File: config.mk
export PLATFORM = sky130hd
export DESIGN_NAME = ll_comp_unit_core
export DESIGN_NICKNAME = d
export VERILOG_FILES = /design/src/rtl/ll_comp_unit_core.sv
export SDC_FILE = /design/constraint.sdc
export NUM_CORES = 1
export LEC_CHECK = 0
export CORE_MARGIN = 1
export CORE_UTILIZATION = 50
export CTS_CLUSTER_SIZE = 28
export DETAILED_ROUTE_END_ITERATION = 6
export PLACE_DENSITY = 0.73
export SYNTH_ARGS = -nofsm -noshare
export SYNTH_HDL_FRONTEND = slang
export SYNTH_SLANG_ARGS = --single-unit
File: constraint.sdc
create_clock -name clk -period 6.4 [get_ports clk]
set_input_delay 1.92 -clock clk [delete_from_list [all_inputs] [get_ports clk]]
set_output_delay 1.92 -clock clk [all_outputs]
set_load 0.03 [all_outputs]
File: src/rtl/ll_comp_unit_core.sv
// Line-length feature extractor: running sum of |x[n]-x[n-1]| over the last
// 2^window_log2 differences of enabled samples, saturated on the output.
module ll_comp_unit_core #(
  parameter int input_width = 31,
  parameter int window_log2 = 4
) (
  input  logic                 clk,
  input  logic                 rst,
  input  logic [input_width:0] din,
  input  logic                 en,
  output logic [input_width:0] dout
);

  localparam int DW     = input_width + 1;
  localparam int AW     = DW + window_log2;
  localparam int WINDOW = 1 << window_log2;

  localparam logic [AW-1:0] SAT_LIMIT =
    {{(AW - input_width){1'b0}}, {input_width{1'b1}}};
  localparam logic [window_log2-1:0] PTR_ONE = 1;

  logic [DW-1:0]          r_prev;
  logic                   r_primed;
  logic [DW-1:0]          r_buf [WINDOW];
  logic [window_log2-1:0] r_ptr;
  logic [AW-1:0]          r_acc;

  logic signed [DW:0]     w_diff;
  logic [DW-1:0]          w_abs;
  logic [DW-1:0]          w_old;
  logic [AW-1:0]          w_acc_next;
  logic [DW-1:0]          w_dout_next;

  // One extra bit keeps the difference of two full-range samples exact.
  assign w_diff = $signed({din[input_width], din})
                - $signed({r_prev[input_width], r_prev});

  // The magnitude is at most 2^DW-1, so dropping the sign bit loses nothing.
  assign w_abs = w_diff[DW] ? DW'(-w_diff) : DW'(w_diff);

  assign w_old = r_buf[r_ptr];

  // The overwritten entry is already part of r_acc, so this never underflows.
  assign w_acc_next = r_acc + AW'(w_abs) - AW'(w_old);

  assign w_dout_next = (w_acc_next > SAT_LIMIT) ? SAT_LIMIT[DW-1:0]
                                                : w_acc_next[DW-1:0];

  always_ff @(posedge clk or negedge rst) begin
    if (!rst) begin
      r_prev   <= '0;
      r_primed <= 1'b0;
      r_ptr    <= '0;
      r_acc    <= '0;
      dout     <= '0;
      // NOTE: the window must read as all zeros after reset so that the
      // partial-window sum and the subtract-oldest update stay correct;
      // this is why the buffer sits in flops with a reset, not in a RAM.
      for (int i = 0; i < WINDOW; i++) begin
        r_buf[i] <= '0;
      end
    end else if (en) begin
      // NOTE: non-blocking assignments let every register sample the
      // pre-edge values, so r_prev/r_acc read here are the old ones.
      r_prev   <= din;
      r_primed <= 1'b1;
      if (r_primed) begin
        r_buf[r_ptr] <= w_abs;
        r_ptr        <= r_ptr + PTR_ONE;
        r_acc        <= w_acc_next;
        dout         <= w_dout_next;
      end
    end
  end

endmodule

==> flow_summary.toml <==
[status]
outcome = "complete, but fails checks"
violations = "negative setup slack"

[sta]
fin_skew_ns = 0.0261
worstMarginPinSlew_ns = 0.941
hold_viol = 0
finalSetupViolations = 60
relSlewSlack = 0.373
slew_viol_final = 0
finalCriticalPeriod_ns = 7.48
rsz0062_at_grt = "yes"
max_freq_mhz = 134
fin_hold_ws_ns = 0.475
fin_crit_sh = 1.17
worst_slack_ns = -1.08

[clock_tree]
cts.reportedPaths.clkPinSlew_ns = 0.06
cts_buffer_depth = 3
cts_sinks = 617
cts_tree = "yes"
cts_buffers = 67
clk_latency_ns = 0.62
cts-root-buf = "clkbuf_16"
cts_max_level = 3
cts-hold-fix-buffers = 0

[floorplanning]
io-pin-count = 67
start_util = 0.505
fp.dieW_um = 254
fp-row-count = 92
design.core.area_sq_um = 63000
die_y_um = 254
die_area_sq_um = 64700

[global_routing]
grt-ovfl-total = 0
grt_pass1_vias = 26900
grtUsageTotal = 0.293
antenna_found_initial = 0
grt_start_max_net_pins = 122
grt_pass1_wl_um = 146000

[layout]
fin_nets = 3631
n_antenna_cell = 0
area_growth_pct = 30.5
mostFrequentLayoutCell = "dfrtp_1"
utilization = 0.660
layout.cells.most_common_list = "dfrtp_1 (613), nand2_1 (587), o21ai_0 (456), buf_4 (426), mux4_2 (160)"
fin_cells = 4387
drive_gt1_frac = 0.327

[worst_setup_path]
worst_ep_arrival_time_ns = 7.98
r2r-start = "r_prev[0]"
crit_path_max_incr_delay_ns = 0.54
critPathLaunchType = "input pin"
slowest_stage = "or4b_4"
required_ns = 6.90
cp_max_fo = 6
crit_start = "din[0]"
crit_path_frequent_cell = "buf_6"
path_buf_inv = 8
setup.worst_path.end_class = "flip-flop"
critPathTopFamily = "simple AND/OR/NAND/NOR gates"
critical_path_class = "input pin to flip-flop"

[placed_design]
gp_congestion = 0.952
post-place-cells = 4176
dp_hpwl_um = 57200
post-place-ws_ns = -2.31
portBuffers = 66

[yosys]
synth_edf_count = 0
synth.yosys.seq_area_share = 0.485
synth_seq_cells = 617
synth_flop_cell = "dfrtp_1"
synth-async-reset-ratio = 1.00
syn_inst = 3072
synth_fp_nets = 3213
yosys_warnings = 0
avgSynthCellArea_sq_um = 10.4
netlist_area_sq_um = 31800
ys_types = 77

[route]
firstDrtPassIters = 5
drtIter0Drc = 2115
vias = 26200
drc = 0
wirelength_um = 95200
final_antenna_net_count = 0
wl_per_cell_um = 21.7
via_per_inst = 5.97

[min_path]
hp-class = "flip-flop to flip-flop"
min-delay-start = "r_buf[269]"

[flow_run]
drv_cap = 0
## final timing paths
check | endpoint | slack [ns] | depth (start not counted)
hold reg to reg | r_buf[269] | 0.47 | 2
setup reg to reg | dout[26] | -0.04 | 28
min in group asynchronous | r_buf[451] | 1.38 | 1
setup / recovery | dout[26] | -1.08 | 30
hold / removal | r_buf[269] | 0.47 | 2
max in group asynchronous | r_buf[68] | 3.75 | 2
## cell usage after synthesis (all sizes together), types with 26 or more instances
cell type	instances	area (sq um)
clkbuf	168	631
nor2	97	367
fa	33	661
buf	47	221
nand3	26	130
nand2	597	2240
dfrtp	617	15400
inv	153	574
a21o	33	248
o21ai	579	2900
mux2	52	586
xor2	35	329
ha	73	913
a21oi	88	444
mux4	160	3600
xnor2	43	474
## flip-flops by register name, indices dropped and copies added (netlist names)
signal    cells
r_acc        36
dout         32
r_ptr         4
r_buf       512
r_prev       32
r_primed      1
## stage by stage
stage               instance area, sq um  setup TNS, ns
finish                             41500         -46.66
global placement                   36300        -112.77
CTS                                40500         -34.32
detailed placement                 36300        -122.74
global route                       41500         -59.31
floorplan                          32300         -56.50
## worst reg2reg max path: cells and delay by family, from the launching register on
kind	cells	cell delay, ns
buffers and inverters	6	0.81
AO/OA/AOI/OAI	6	1.05
adder cells (fa/ha/maj)	4	1.34
flip-flops	1	0.39
AND/OR/NAND/NOR	9	2.21
XOR/XNOR	3	0.53
## logic make-up after synthesis
logic type                 after synthesis  synth area share
AOI/OAI and AO/OA                      841             0.150
DFF                                    617             0.485
muxes                                  215             0.133
buffers and inverters                  368            0.0448
adders and majority gates              106            0.0495
and+or+nand+nor                        847             0.112
xor gates and xnor gates                78            0.0252
## what timing repair did
| item | CTS | global route |
|---|---|---|
| pin swaps | 119 | 104 |
| cloned | 7 | 2 |
| resized for setup | 273 | 164 |
| setup endpoints to repair | 63 | 62 |
| buffers inserted | 70 | 26 |
## metal layers
metal | track usage | share of wire | vias up
met3 | 0.0607 | 0.078 | 231
met2 | 0.493 | 0.50 | 1068
met1 | 0.375 | 0.39 | 13300
met5 | 0 | 0 | -
met4 | 0.109 | 0.032 | 0
li1 | - | - | 11600
## final cells by class
class	count	area [sq um]
Timing Repair Buffer	564	4840
Tap cell	846	1060
Clock inverter	23	293
Inverter	153	587
Clock buffer	97	1980
Multi-Input combinational cell	2087	17300
Sequential cell	617	15400
Fill cell	4423	21400
Power is not shown: default switching activity piles up to over one toggle a cycle in this logic, so the estimate is an artifact.
